==> src/rtl/dram_arbiter_if.sv <==
// Bus bundle between the two DRAM requesters (CPU, host), the arbiter and
// the DRAM. The slave view belongs to the arbiter. The master view belongs to
// the environment: the requesters plus the memory.
interface dram_arbiter_if #(
  parameter int ADDR_W = 16,
  parameter int DATA_W = 8
);
  // CPU port
  logic              cpu_rd;
  logic              cpu_wr;
  logic [ADDR_W-1:0] cpu_addr;
  logic [DATA_W-1:0] cpu_wdata;
  logic [DATA_W-1:0] cpu_rdata;
  logic              cpu_ack;
  logic              cpu_stall;
  // host port
  logic              host_rd;
  logic              host_wr;
  logic [ADDR_W-1:0] host_addr;
  logic [DATA_W-1:0] host_wdata;
  logic [DATA_W-1:0] host_rdata;
  logic              host_ack;
  // DRAM pins
  logic [ADDR_W-1:0] mem_addr;
  logic [DATA_W-1:0] mem_wdata;
  logic              mem_re;
  logic              mem_we;
  logic [DATA_W-1:0] mem_rdata;
  // ownership indicator
  logic              grant_host;

  modport slave (
    input  cpu_rd, cpu_wr, cpu_addr, cpu_wdata,
    input  host_rd, host_wr, host_addr, host_wdata,
    input  mem_rdata,
    output cpu_rdata, cpu_ack, cpu_stall,
    output host_rdata, host_ack,
    output mem_addr, mem_wdata, mem_re, mem_we,
    output grant_host
  );

  modport master (
    output cpu_rd, cpu_wr, cpu_addr, cpu_wdata,
    output host_rd, host_wr, host_addr, host_wdata,
    output mem_rdata,
    input  cpu_rdata, cpu_ack, cpu_stall,
    input  host_rdata, host_ack,
    input  mem_addr, mem_wdata, mem_re, mem_we,
    input  grant_host
  );
endinterface

==> src/rtl/dram_arbiter.sv <==
// Two-port round-robin DRAM arbiter. It serves one access at a time:
// IDLE picks a port, ACCESS drives the strobes, and DONE returns a one-cycle
// ack to the port that was served.
module dram_arbiter #(
  parameter int ADDR_W  = 16,
  parameter int DATA_W  = 8,
  parameter int MEM_LAT = 2
) (
  input  logic          clk,
  input  logic          rst,
  dram_arbiter_if.slave bus
);

  localparam int CNT_W = 4;

  typedef enum logic [1:0] {IDLE, ACCESS, DONE} state_t;

  state_t            state, state_nxt;
  logic [CNT_W-1:0]  cnt;
  logic              op_wr;
  logic              sel_host;
  logic              last_host;
  logic              grant_host_q;
  logic [ADDR_W-1:0] addr_q;
  logic [DATA_W-1:0] wdata_q;
  logic [DATA_W-1:0] cpu_rdata_q;
  logic [DATA_W-1:0] host_rdata_q;

  logic cpu_req, host_req, any_req, pick_host, last_cycle;

  assign cpu_req  = bus.cpu_rd | bus.cpu_wr;
  assign host_req = bus.host_rd | bus.host_wr;
  assign any_req  = cpu_req | host_req;
  // On a tie, the port that was not served last wins.
  assign pick_host = host_req & (~cpu_req | ~last_host);
  // A write takes a single ACCESS cycle. A read ends when the count reaches 0.
  assign last_cycle = op_wr | (cnt == '0);

  assign bus.mem_addr   = addr_q;
  assign bus.mem_wdata  = wdata_q;
  assign bus.cpu_rdata  = cpu_rdata_q;
  assign bus.host_rdata = host_rdata_q;
  assign bus.grant_host = grant_host_q;
  assign bus.cpu_stall  = cpu_req & ~bus.cpu_ack;

  // State register. Reset abandons any in-flight access.
  always_ff @(posedge clk or posedge rst) begin
    if (rst) state <= IDLE;
    else     state <= state_nxt;
  end

  // Next state and strobe/ack decode. The outputs come straight from the
  // state, so reset clears them in the same cycle.
  always_comb begin
    state_nxt    = state;
    bus.mem_re   = 1'b0;
    bus.mem_we   = 1'b0;
    bus.cpu_ack  = 1'b0;
    bus.host_ack = 1'b0;
    case (state)
      IDLE: begin
        if (any_req) state_nxt = ACCESS;
      end
      ACCESS: begin
        bus.mem_we = op_wr;
        bus.mem_re = ~op_wr;
        if (last_cycle) state_nxt = DONE;
      end
      DONE: begin
        bus.cpu_ack  = ~sel_host;
        bus.host_ack = sel_host;
        state_nxt    = IDLE;
      end
      default: state_nxt = IDLE;
    endcase
  end

  // Grant latch, read latency counter and per-port read data capture.
  always_ff @(posedge clk or posedge rst) begin
    if (rst) begin
      cnt          <= '0;
      op_wr        <= 1'b0;
      sel_host     <= 1'b0;
      last_host    <= 1'b1;
      grant_host_q <= 1'b0;
      addr_q       <= '0;
      wdata_q      <= '0;
      cpu_rdata_q  <= '0;
      host_rdata_q <= '0;
    end else begin
      case (state)
        IDLE: begin
          if (any_req) begin
            sel_host     <= pick_host;
            last_host    <= pick_host;
            grant_host_q <= pick_host;
            // rd and wr together count as a write
            op_wr        <= pick_host ? bus.host_wr    : bus.cpu_wr;
            addr_q       <= pick_host ? bus.host_addr  : bus.cpu_addr;
            wdata_q      <= pick_host ? bus.host_wdata : bus.cpu_wdata;
            cnt          <= CNT_W'(MEM_LAT - 1);
          end
        end
        ACCESS: begin
          if (!op_wr) begin
            if (cnt == '0) begin
              if (sel_host) host_rdata_q <= bus.mem_rdata;
              else          cpu_rdata_q  <= bus.mem_rdata;
            end else begin
              cnt <= cnt - 1'b1;
            end
          end
        end
        default: ;
      endcase
    end
  end

endmodule

==> src/flat_wrapper.sv <==
// flat-port wrapper written by rule: the top's interface ports become plain ports
module dram_arbiter_flat 
#(
  parameter int ADDR_W  = 16,
  parameter int DATA_W  = 8,
  parameter int MEM_LAT = 2
)
  (clk, rst, bus_cpu_rd, bus_cpu_wr, bus_cpu_addr, bus_cpu_wdata, bus_host_rd, bus_host_wr, bus_host_addr, bus_host_wdata, bus_mem_rdata, bus_cpu_rdata, bus_cpu_ack, bus_cpu_stall, bus_host_rdata, bus_host_ack, bus_mem_addr, bus_mem_wdata, bus_mem_re, bus_mem_we, bus_grant_host);
  dram_arbiter_if #(.ADDR_W(ADDR_W), .DATA_W(DATA_W)) bus_i ();
  input  logic clk;
  input  logic rst;
  input wire logic [$bits(bus_i.cpu_rd)-1:0] bus_cpu_rd;
  input wire logic [$bits(bus_i.cpu_wr)-1:0] bus_cpu_wr;
  input wire logic [$bits(bus_i.cpu_addr)-1:0] bus_cpu_addr;
  input wire logic [$bits(bus_i.cpu_wdata)-1:0] bus_cpu_wdata;
  input wire logic [$bits(bus_i.host_rd)-1:0] bus_host_rd;
  input wire logic [$bits(bus_i.host_wr)-1:0] bus_host_wr;
  input wire logic [$bits(bus_i.host_addr)-1:0] bus_host_addr;
  input wire logic [$bits(bus_i.host_wdata)-1:0] bus_host_wdata;
  input wire logic [$bits(bus_i.mem_rdata)-1:0] bus_mem_rdata;
  output wire logic [$bits(bus_i.cpu_rdata)-1:0] bus_cpu_rdata;
  output wire logic [$bits(bus_i.cpu_ack)-1:0] bus_cpu_ack;
  output wire logic [$bits(bus_i.cpu_stall)-1:0] bus_cpu_stall;
  output wire logic [$bits(bus_i.host_rdata)-1:0] bus_host_rdata;
  output wire logic [$bits(bus_i.host_ack)-1:0] bus_host_ack;
  output wire logic [$bits(bus_i.mem_addr)-1:0] bus_mem_addr;
  output wire logic [$bits(bus_i.mem_wdata)-1:0] bus_mem_wdata;
  output wire logic [$bits(bus_i.mem_re)-1:0] bus_mem_re;
  output wire logic [$bits(bus_i.mem_we)-1:0] bus_mem_we;
  output wire logic [$bits(bus_i.grant_host)-1:0] bus_grant_host;
  assign bus_i.cpu_rd = bus_cpu_rd;
  assign bus_i.cpu_wr = bus_cpu_wr;
  assign bus_i.cpu_addr = bus_cpu_addr;
  assign bus_i.cpu_wdata = bus_cpu_wdata;
  assign bus_i.host_rd = bus_host_rd;
  assign bus_i.host_wr = bus_host_wr;
  assign bus_i.host_addr = bus_host_addr;
  assign bus_i.host_wdata = bus_host_wdata;
  assign bus_i.mem_rdata = bus_mem_rdata;
  assign bus_cpu_rdata = bus_i.cpu_rdata;
  assign bus_cpu_ack = bus_i.cpu_ack;
  assign bus_cpu_stall = bus_i.cpu_stall;
  assign bus_host_rdata = bus_i.host_rdata;
  assign bus_host_ack = bus_i.host_ack;
  assign bus_mem_addr = bus_i.mem_addr;
  assign bus_mem_wdata = bus_i.mem_wdata;
  assign bus_mem_re = bus_i.mem_re;
  assign bus_mem_we = bus_i.mem_we;
  assign bus_grant_host = bus_i.grant_host;
  dram_arbiter #(.ADDR_W(ADDR_W), .DATA_W(DATA_W), .MEM_LAT(MEM_LAT)) u_core (.clk(clk), .rst(rst), .bus(bus_i));
endmodule
==> config.mk <==
export PLATFORM = sky130hd
export DESIGN_NAME = dram_arbiter_flat
export DESIGN_NICKNAME = d
export VERILOG_FILES = /design/src/rtl/dram_arbiter_if.sv /design/src/rtl/dram_arbiter.sv /design/src/flat_wrapper.sv
export SDC_FILE = /design/constraint.sdc
export NUM_CORES = 1
export LEC_CHECK = 0
export ABC_AREA = 1
export BUFFER_PORTS_ARGS = -buffer_cell sky130_fd_sc_hd__buf_2
export CAP_MARGIN = 20
export CORE_ASPECT_RATIO = 0.9
export CORE_MARGIN = 4
export CORE_UTILIZATION = 30
export CTS_CLUSTER_DIAMETER = 120
export DETAILED_ROUTE_END_ITERATION = 10
export GPL_TIMING_DRIVEN = 0
export PLACE_DENSITY_LB_ADDON = 0.25
export REMOVE_ABC_BUFFERS = 1
export SLEW_MARGIN = 40
export SYNTH_ARGS = -nofsm -noshare
export SYNTH_HDL_FRONTEND = slang
export SYNTH_SLANG_ARGS = --single-unit
==> constraint.sdc <==
create_clock -name clk -period 2.1 [get_ports clk]
set_input_delay 0.21 -clock clk [delete_from_list [all_inputs] [get_ports clk]]
set_output_delay 0.21 -clock clk [all_outputs]
set_load 0.03 [all_outputs]
=== Word level (Yosys, flattened, before mapping) ===
Cells that the tools add are included.

* Add/sub/neg operators: 1
* Multipliers: 0
* Divide/modulo/power cells: 0
* Order comparisons: 0
* Equal/unequal tests: 6
* Shift-type cells: 0
* Muxes and demuxes: 14
* Bitwise logic cells: 12
* Reduce and logical (&&, ||, !) cells: 8

{| class="wikitable"
|+ Operators by type and width
! kind !! number
|-
| $mux 16 || 1
|-
| $mux 4 || 3
|-
| $reduce_and 4->1 || 3
|-
| $mux 8 || 1
|-
| $pmux 4 s2 || 1
|-
| $mux 1 || 5
|-
| $not 1->1 || 5
|-
| $or 1x1->1 || 5
|-
| $logic_not 4->1 || 1
|-
| $mux 2 || 2
|-
| $ne 2x1->1 const B || 2
|-
| $ne 2x2->1 const B || 2
|-
| $pmux 2 s2 || 1
|-
| $reduce_and 2->1 || 2
|-
| $sub 4x1->4 const B || 1
|-
| $and 1x1->1 || 2
|-
| $eq 2x1->1 const B || 1
|-
| $eq 2x2->1 const B || 1
|-
| $logic_not 2->1 || 1
|-
| $reduce_bool 2->1 || 1
|}

* Bits in registers: 49
* Bits in latches: 0
* RAM bits: 0
* Bits in read-only memories: 0
* Output and inout port bits: 46
* Memories kept: 0

=== Depth between registers and ports, before layout ===
Gate-level depths: netlist of run 1.

* Word-level depth: 5
* Depth in mapped cells: 8
* Mapped depth without buffers: 7

=== Least setup slack after synthesis of run 1 ===
OpenSTA, ideal clock, no wires.

* Path type: register to output
* From: register u_core.sel_host
* To: output bus_host_ack
* Arrival: 1.182 ns
* Required time: 1.890 ns
* Path slack: 0.708 ns
* Cell stages (with the launch flop): 3
* Path through: dfrtp_1 -> inv_1 -> nor2_1

* Word-level cells in the longest chain between the ends: 1

{| class="wikitable"
|+ RTL lines
! element !! line !! source
|-
| start: declaration || dram_arbiter.sv:21 || <nowiki>logic sel_host;</nowiki>
|-
| start signal: assignment || dram_arbiter.sv:94 || <nowiki>sel_host <= pick_host;</nowiki>
|-
| $mux 1 || dram_arbiter.sv:60 || <nowiki>case (state)</nowiki>
|-
| end: declaration || flat_wrapper.sv:25 || <nowiki>output wire logic [$bits(bus_i.host_ack)-1:0] bus_host_ack;</nowiki>
|}

Every way passes these cells.

=== Worst setup path after layout of run 1 ===
* From: register u_core.state[0]
* To: register u_core.cnt[1]

* Word-level cells in the longest chain between the ends: 3
* Elaborated cells between the ends (all ways): 8

{| class="wikitable"
|+ RTL lines
! element !! line !! source
|-
| start: declaration || dram_arbiter.sv:18 || <nowiki>state_t state, state_nxt;</nowiki>
|-
| start signal: assignment || dram_arbiter.sv:49 || <nowiki>else state <= state_nxt;</nowiki>
|-
| $eq 2x1->1 / $logic_not 2->1 (equally long branches) || dram_arbiter.sv:91 || <nowiki>case (state)</nowiki>
|-
| $ne 2x2->1 (no source line), or another cell as far along || - ||
|-
| $reduce_and 4->1 (no source line) || - ||
|-
| end signal: assignment || dram_arbiter.sv:101 || <nowiki>cnt <= CNT_W'(MEM_LAT - 1);</nowiki>
|-
| end signal: assignment || dram_arbiter.sv:110 || <nowiki>cnt <= cnt - 1'b1;</nowiki>
|-
| end: declaration || dram_arbiter.sv:19 || <nowiki>logic [CNT_W-1:0] cnt;</nowiki>
|}

Several ways; a longest one is shown, not always the timed one.
A chain may end at the register's enable or synchronous reset.

==> results.tsv, run 1 <==
metric	value	unit
status	completed	
Overflow after GRT	0	
Post-CTS Resized	0	
ant diodes	0	
Layout Nets	477	
warnings from Yosys	0	
Startpoint Class	flip-flop	
RSZ-0062 raised after global routing	no	
Hold Path Sink	u_core.bus.cpu_rdata[0]	
pwr/cell area	1620	mW/mm^2
Multi-input gate area	0.00110	sq mm
vias per cell	4.28	
Cell variety after synth	23	
fill cell total of the finished layout	872	
Initial Util	31.6	%
Antenna Violating Nets Remaining	0	
clock sinks	49	
vias in the first global route	2227	
Routed WL	6490	um
Layout area overhead	28.4	%
Setup Skew	0.00553	ns
final slew viol count	0	
setup_tns	0	ns
Reg clk slew, reported paths	0.10	ns
GRT Overall Usage	13.1	%
RePlAce Congestion	0.775	
I/O pin cnt	108	
LEAKAGE	0.00187	uW
r2r setup slk	0.50	ns
Worst Reg-to-Reg Cells	5	
FMAX	625	MHz
FF/Latch Area	0.00123	sq mm
WS Path Type	flip-flop to flip-flop	
DIE HEIGHT	96.3	um
first-pass GRT wire length	10800	um
Tmin final	1.60	ns
WL/cell	12.3	um
DR DRC count	0	
DP HPWL	4600	um
CTS Buffer Depth	2	
Hold Path Stages	3	
CTS tree	yes	
peak supply drop	0.682	mV
Hold Buf Count CTS	1	
share of cells above drive strength 1	36.2	%
flop and latch count out of synthesis	49	
# placed instances	519	
Post-Syn Area	0.00260	sq mm
root cell of the clock tree	clkbuf_8	
Hold Crit Class	input port to flip-flop	
Iter 0 DRT Violations	99	
Min Hold Slack	0.176	ns
Post-CTS Setup Inserts	0	
Synth area leader	dfrtp_1	
Final period util	76.2	%
Hold Crit Start	bus_mem_rdata[0]	
Synth top area share	46.2	%
row count	31	
DRT Pass-1 Iters	4	
initial antenna violation count	0	
CP Capture Type	flip-flop	
largest net degree at the start of global routing	35	
H-Tree Level Count	2	
sequential share of the synthesized area	47.3	%
Final Hold Vio Count	0	
worst slew pin tran	0.786	ns
Crit Reg-Reg Startpoint	u_core.state[0]	
Rel. slew slack	47.5	%
core region area	0.00822	sq mm
non-filler cells, final	529	
CP arrival	1.85	ns
CTS Buf Count	5	
Finished Cell Area	0.00333	sq mm
FF-to-FF End	u_core.cnt[1]	
CP Max Fanout	31	
max cap viols	0	
clock latency on the worst-skew pair	0.30	ns
Cell Area, Placed	0.00319	sq mm
Final setup viols	0	
Die Footprint	0.0102	sq mm
die width	106	um
Port Buffer Count	107	
top post-synthesis cells by area	dfrtp_1, nand2_1, nand3b_1	
syn avg cell area	8.41	sq um
total number of vias	2262	
Mapped Cells	309	
CP required	2.35	ns
cell type report:
class,count,share of cell area [%]
Timing Repair Buffer,110,17.4
Inverter,43,4.92
Multi-Input combinational cell,204,33.1
Clock buffer,5,2.06
Clock inverter,3,1.39
Sequential cell,49,36.8
Tap cell,115,4.32
cells by family after synthesis:
kind of cell             share of synthesized area, %
XOR/XNOR                                        0.674
AND/OR/NAND/NOR                                  33.2
AO/OA/AOI/OAI                                    7.42
adder cells (fa/ha/maj)                         0.963
flip-flops                                       47.3
buffers and inverters                            10.5
cell usage in the layout, fill, tap and decap left out, types with 2 or more instances in the layout:
cell,Yosys,layout
nand2_1,109,109
nor2_1,6,6
nor2_2,3,3
o21ai_2,17,17
inv_1,40,39
dfrtp_1,48,48
buf_2,4,107
nand3b_1,24,24
ha_1,2,2
xnor2_1,2,2
nand3_1,32,31
inv_2,3,3
nand3_4,2,2
clkbuf_8,0,5
registers in the layout (all words and copies together) (netlist names):
| register | cells |
|---|---|
| u_core.sel_host | 1 |
| u_core.state | 2 |
| u_core.op_wr | 1 |
| u_core.cnt | 4 |
| u_core.bus.mem_wdata | 8 |
| u_core.bus.mem_addr | 16 |
| u_core.bus.cpu_rdata | 8 |
| u_core.last_host | 1 |
| u_core.bus.host_rdata | 8 |
report_power, final:
part / switching, uW / total, uW / leakage [uW] / internal (uW)
Sequential: 305 / 1740 / 0.000592 / 1430
Clock: 334 / 691 / 0.0000543 / 357
Combinational: 2090 / 2990 / 0.00123 / 901
Total: 2730 / 5420 / 0.00187 / 2690
worst max-delay path by stage:
stage,startpoint,cells past startpoint,slack [ns],end
6_report,u_core.state[0],5,0.50,u_core.cnt[1]
5_1_grt,u_core.state[0],5,0.33,u_core.sel_host
4_1_cts,u_core.state[0],5,0.51,u_core.cnt[0]
3_5_place_dp,bus_cpu_wr,7,0.25,u_core.op_wr
3_3_place_gp,rst,2,-0.04,u_core.bus.mem_wdata[7]
2_1_floorplan,u_core.state[0],5,0.60,u_core.cnt[0]
critical path: stages (launching register included):
cell     delay [ns]
dfrtp_1        0.42
inv_2          0.08
nand3_2        0.52
nand2_1        0.35
nand2_1        0.09
nand2_1        0.07
per-layer routing:
layer	part of all wire (%)	global-route usage, %
met1	49	18.1
met3	4.5	2.82
met2	45	21.1
met5	0	0
met4	0.92	3.24
cell usage after synthesis (all sizes together):
| cell type | n |
|---|---|
| nand2 | 111 |
| dfrtp | 48 |
| inv | 43 |
| nand3 | 34 |
| nand3b | 24 |
| o21ai | 19 |
| buf | 13 |
| nor2 | 10 |
| ha | 2 |
| xnor2 | 2 |
| a21oi | 1 |
| dfstp | 1 |
| o22ai | 1 |
metrics by stage:
stage	util (%)	power, uW	setup WS (ns)
floorplan	-	3870	0.595
global placement	38.5	4710	-0.0385
detailed placement	38.8	4750	0.249
CTS	40.4	5460	0.510
global route	40.6	5860	0.326
finish	40.6	5420	0.501
Note: power is estimated with default switching activity, not from simulation.
==> run 2, diff against run 1 <==
- clock period: 2.1 -> 1.4 ns (I/O delays scaled with it)
==> run 2 against run 1 <==
Effect of this change:
- maximum frequency is 15% higher
- cell count increased by 2.1%
- utilization up 2.9 points
- clock skew grew 0.0015 ns
- count of clock-buffer cells in the layout stayed put
- critical path type unchanged
==> results.tsv, run 2 (synthesized netlist as in run 1, its figures left out) <==
metric	value	unit	change
Routed WL	7200	um	was 6490 um
FF-to-FF End	u_core.bus.cpu_rdata[7]		was u_core.cnt[1]
setup_tns	0	ns	unchanged
DP HPWL	4600	um	unchanged
clock sinks	49		unchanged
CP arrival	1.63	ns	was 1.85 ns
most common cell after layout, fill and taps aside	nand2_1		unchanged
LEAKAGE	0.00194	uW	was 0.00187 uW
vias per cell	4.36		was 4.28
GRT Overall Usage	14.7	%	was 13.1%
Rel. slew slack	62.1	%	was 47.5%
WS Path Type	flip-flop to flip-flop		unchanged
Hold Path Stages	3		unchanged
WL/cell	13.3	um	was 12.3 um
die width	106	um	unchanged
Startpoint Class	flip-flop		unchanged
most frequent cells in the layout	nand2_1, buf_2, dfrtp_1		unchanged
vias in the first global route	2338		was 2,227
CP Capture Type	flip-flop		unchanged
CP required	1.64	ns	was 2.35 ns
row count	31		unchanged
Crit-path slowest cell	dfrtp_1		was nand3_2
core region area	0.00822	sq mm	unchanged
Die Footprint	0.0102	sq mm	unchanged
pwr/cell area	2480	mW/mm^2	was 1620 mW/mm^2
Crit path buffers/inverters	1		unchanged
share of cells above drive strength 1	40.9	%	was 36.2%
PnR worst setup slack	0.00549	ns	was 0.501 ns
Crit Reg-Reg Startpoint	u_core.cnt[0]		was u_core.state[0]
Final setup viols	0		unchanged
ant diodes	0		unchanged
I/O pin cnt	108		unchanged
first-pass GRT wire length	11800	um	was 10,800 um
DR DRC count	0		unchanged
kind of cell adding the most delay to the critical path	simple AND/OR/NAND/NOR gates		unchanged
CP Max Fanout	8		was 31
DRT Pass-1 Iters	4		unchanged
Port Buffer Count	107		unchanged
FMAX	717	MHz	was 625 MHz
initial antenna violation count	0		unchanged
CTS Buf Count	5		unchanged
CTS Buffer Depth	2		unchanged
Overflow after GRT	0		unchanged
Min Hold Slack	0.104	ns	was 0.176 ns
max cap viols	0		unchanged
CTS tree	yes		unchanged
pre-CTS setup slack	-0.381	ns	was 0.249 ns
worst slew pin tran	0.567	ns	was 0.786 ns
Worst Reg-to-Reg Cells	6		was 5
Initial Util	31.6	%	unchanged
fill cell total of the finished layout	854		was 872
RePlAce Congestion	0.775		unchanged
Worst path max stage delay	0.41	ns	was 0.52 ns
Final period util	99.6	%	was 76.2%
crit path cell chain	inv_2 -> ha_4 -> nand2_4 -> nor2_4 -> nand3_4 -> o21ai_2		was inv_2 -> nand3_2 -> nand2_1 -> nand2_1 -> nand2_1
Layout area overhead	37.4	%	was 28.4%
clock latency on the worst-skew pair	0.31	ns	was 0.30 ns
r2r setup slk	0.005	ns	was 0.50 ns
Tmin final	1.39	ns	was 1.60 ns
Final Hold Vio Count	0		unchanged
max reg flops	16		unchanged
Hold Crit Class	input port to flip-flop		unchanged
final slew viol count	0		unchanged
Layout Nets	488		was 477
status	completed		unchanged
Antenna Violating Nets Remaining	0		unchanged
Setup Skew	0.00701	ns	was 0.00553 ns
root cell of the clock tree	clkbuf_8		unchanged
largest net degree at the start of global routing	35		unchanged
total number of vias	2357		was 2,262
Reg clk slew, reported paths	0.10	ns	about the same
DIE HEIGHT	96.3	um	unchanged
RSZ-0062 raised after global routing	yes		was no
Iter 0 DRT Violations	93		was 99
H-Tree Level Count	2		unchanged
non-filler cells, final	540		was 529
peak supply drop	1.03	mV	was 0.682 mV
Hold Path Sink	u_core.bus.cpu_rdata[0]		unchanged
# placed instances	519		unchanged
Hold Crit Start	bus_mem_rdata[0]		unchanged
run 2: layout make-up:
cell class / count / area [sq um] / area share [%]
multi-input combinational: 207 / 1230 / 34.5
sequential: 49 / 1230 / 34.4
timing repair buffer: 118 / 686 / 19.2
inverter: 43 / 164 / 4.59
tap: 115 / 144 / 4.03
clock buffer: 5 / 68.8 / 1.93
clock inverter: 3 / 46.3 / 1.30
run 2: worst min-delay path: stages:
cell and delay, ns:
buf_2 0.09, inv_1 0.08, o21ai_2 0.06
run 2: through the flow:
step	utilization (%)	total power, uW	instance area, sq um
floorplan	-	5800	2490
global placement	38.5	7070	3170
detailed placement	38.8	7120	3190
CTS	42.3	8700	3480
global route	43.4	9550	3570
finish	43.4	8860	3570
run 2: how the worst max path moves through the flow:
| stage | startpoint | endpoint | cells past startpoint | slack, ns |
|---|---|---|---|---|
| floorplan | u_core.state[0] | u_core.cnt[0] | 5 | -0.10 |
| global placement | rst | u_core.bus.mem_wdata[7] | 2 | -0.67 |
| detailed placement | bus_cpu_wr | u_core.op_wr | 7 | -0.38 |
| CTS | u_core.state[1] | bus_mem_we | 4 | -0.03 |
| global route | u_core.cnt[1] | u_core.bus.cpu_rdata[7] | 6 | -0.07 |
| finish | u_core.cnt[0] | u_core.bus.cpu_rdata[7] | 6 | 0.005 |
run 2: report_power, final:
group / internal, uW / switching (uW) / total (uW)
logic: 1730 / 3440 / 5160
registers: 2150 / 498 / 2650
clock network: 536 / 509 / 1040
run 2: timing repair:
item	in CTS	in global routing
hold buffers	1	0
hold endpoints to repair	15	0
setup buffers	6	2
endpoints found under the setup margin	51	37
resized for setup	18	16
pin swaps	8	2
cloned	3	0
run 2: routing by layer:
metal  share of wire [%]  up-vias  global-route usage, %
met5                   0        -                      0
met4                0.83        0                   3.45
met3                 4.1        5                   2.88
met2                  46       54                   23.6
met1                  49     1097                   20.5
li1                    -     1201                      -
==> run 3, diff against run 2 <==
- BUFFER_PORTS_ARGS: -buffer_cell sky130_fd_sc_hd__buf_2 -> -buffer_cell sky130_fd_sc_hd__clkbuf_2
- TNS_END_PERCENT: default -> 10
==> run 3 against run 2 <==
Effect of this change:
- the run now ends with negative setup slack left
- clock power hardly changed
- worst hold slack worse by 0.012 ns
- global-route usage is 0.80 points lower
- largest power group unchanged
- total power is 0.83% higher
- critical endpoint is now bus_host_ack
==> results.tsv, run 3 (synthesized netlist as in run 1, its figures left out) <==
metric	value	unit	change
peak supply drop	0.858	mV	was 1.03 mV
failing checks	negative setup slack		
Final period util	104	%	was 99.6%
clock sinks	49		unchanged
Min Hold Slack	0.0916	ns	was 0.104 ns
pwr/cell area	2490	mW/mm^2	was 2480 mW/mm^2
setup_tns	-0.107	ns	was 0 ns
Port Buffer Count	107		unchanged
largest net degree at the start of global routing	42		was 35
DP HPWL	4600	um	about the same
Cell Area, Placed	0.00319	sq mm	unchanged
most common cell after layout, fill and taps aside	clkbuf_2		was nand2_1
Layout area overhead	38.0	%	was 37.4%
I/O pin cnt	108		unchanged
Die Footprint	0.0102	sq mm	unchanged
Startpoint Class	flip-flop		unchanged
Finished Cell Area	0.00358	sq mm	was 0.00357 sq mm
vias in the first global route	2351		was 2,338
Layout Nets	488		unchanged
CP Max Fanout	6		was 8
max cap viols	0		unchanged
Reg clk slew, reported paths	0.10	ns	about the same
WL/cell	13.2	um	was 13.3 um
first-pass GRT wire length	11400	um	was 11,800 um
DRT Pass-1 Iters	5		was 4
Final Hold Vio Count	0		unchanged
grt met1 use	19.1	%	was 20.5%
Antenna Violating Nets Remaining	0		unchanged
crit path cell chain	inv_1 -> nor2_1 -> clkbuf_2		was inv_2 -> ha_4 -> nand2_4 -> nor2_4 -> nand3_4 -> o21ai_2
RSZ-0062 raised after global routing	yes		unchanged
Overflow after GRT	0		unchanged
Routed WL	7110	um	was 7200 um
FMAX	688	MHz	was 717 MHz
worst slew pin tran	0.551	ns	was 0.567 ns
Rel. slew slack	63.2	%	was 62.1%
GR Util met3	2.48	%	was 2.88%
clock latency on the worst-skew pair	0.30	ns	was 0.31 ns
Worst path max stage delay	0.48	ns	was 0.41 ns
DIE HEIGHT	96.3	um	unchanged
max reg flops	16		unchanged
CP Capture Type	primary output		was flip-flop
CTS Buf Count	5		unchanged
Hold Crit Class	input port to flip-flop		unchanged
Initial Util	31.6	%	unchanged
total number of vias	2347		was 2,357
share of cells above drive strength 1	42.1	%	was 40.9%
total power	8930	uW	was 8860 uW
status	finished, violations left		was completed
H-Tree Level Count	2		unchanged
WS Path Type	flip-flop to primary output		was flip-flop to flip-flop
ant diodes	0		unchanged
DR DRC count	0		unchanged
Crit-path slowest cell	dfrtp_2		was dfrtp_1
root cell of the clock tree	clkbuf_8		unchanged
CTS Buffer Depth	2		unchanged
CP required	1.26	ns	was 1.64 ns
global route hottest layer	met2		unchanged
initial antenna violation count	0		unchanged
row count	31		unchanged
core region area	0.00822	sq mm	unchanged
vias per cell	4.35		was 4.36
GRT Overall Usage	13.9	%	was 14.7%
Tmin final	1.45	ns	was 1.39 ns
CP arrival	1.31	ns	was 1.63 ns
Iter 0 DRT Violations	98		was 93
r2r setup slk	-0.02	ns	was 0.005 ns
met2 usage	22.7	%	was 23.6%
Final setup viols	6		was 0
LEAKAGE	0.00195	uW	was 0.00194 uW
die width	106	um	unchanged
pre-CTS setup slack	-0.355	ns	was -0.381 ns
CTS tree	yes		unchanged
PnR worst setup slack	-0.0531	ns	was 0.00549 ns
Setup Skew	0.00896	ns	was 0.00701 ns
RePlAce Congestion	0.775		unchanged
final slew viol count	0		unchanged
most frequent cells in the layout	clkbuf_2, nand2_1, dfrtp_1		was nand2_1, buf_2, dfrtp_1
==> run 3: cell types whose count changed in the layout (fill, tap and decap cells not counted), moves of 2 or more <==
| cell | change |
|---|---|
| buf_2 | -102 |
| buf_4 | -3 |
| buf_6 | +2 |
| clkbuf_2 | +103 |
| nand2_1 | -7 |
| nand2_2 | +9 |
| nand2_4 | -2 |
==> run 3: final timing paths <==
check | from | end | cells after the start
worst max-delay path | u_core.sel_host | bus_host_ack | 3
min in group asynchronous | rst | u_core.bus.cpu_rdata[0] | 3
worst min-delay path | bus_mem_rdata[5] | u_core.bus.host_rdata[5] | 3
max in group asynchronous | rst | u_core.last_host | 4
worst max register to register | u_core.cnt[0] | u_core.bus.host_rdata[7] | 8
worst min register to register | u_core.bus.mem_wdata[1] | u_core.bus.mem_wdata[1] | 2
==> run 3: final cells by class <==
cell class / instances / area [sq um]
Timing Repair Buffer: 118 / 691
Clock inverter: 3 / 46.3
Tap cell: 115 / 144
Sequential cell: 49 / 1230
Multi-Input combinational cell: 207 / 1240
Inverter: 43 / 164
Fill cell: 870 / 4640
Clock buffer: 5 / 68.8
==> run 3: routing by layer <==
layer  share of wire (%)  vias to the layer above
li1                    -                     1202
met1                  48                     1079
met2                  47                       59
met3                 4.4                        7
met4                0.98                        0
met5                   0                        -
==> run 3: what timing repair did <==
| action | in CTS | in global routing |
|---|---|---|
| hold buffers | 1 | 0 |
| endpoints found under the setup margin | 52 | 40 |
| buffers inserted | 2 | 6 |
| hold endpoints to repair | 48 | 0 |
| pin swaps | 1 | 7 |
| cloned | 1 | 2 |
| gates resized for setup | 8 | 33 |
==> run 3: critical path: cells and delay by family, from the launching register on <==
family | cells | cell delay (ns)
flops | 1 | 0.48
buf+inv | 2 | 0.40
simple gates | 1 | 0.14
==> run 3: power breakdown <==
group          switching (uW)  internal [uW]  leakage [uW]  total, uW
clock network             495            535     0.0000543       1030
logic                    3430           1770       0.00131       5200
registers                 546           2160      0.000591       2700
==> run 3: metrics by stage <==
stage	util [%]	std cells
final	43.6	540
after global routing	43.6	540
after CTS	41.3	531
after detailed placement	38.8	519
after global placement	38.5	518
after floorplan	-	296
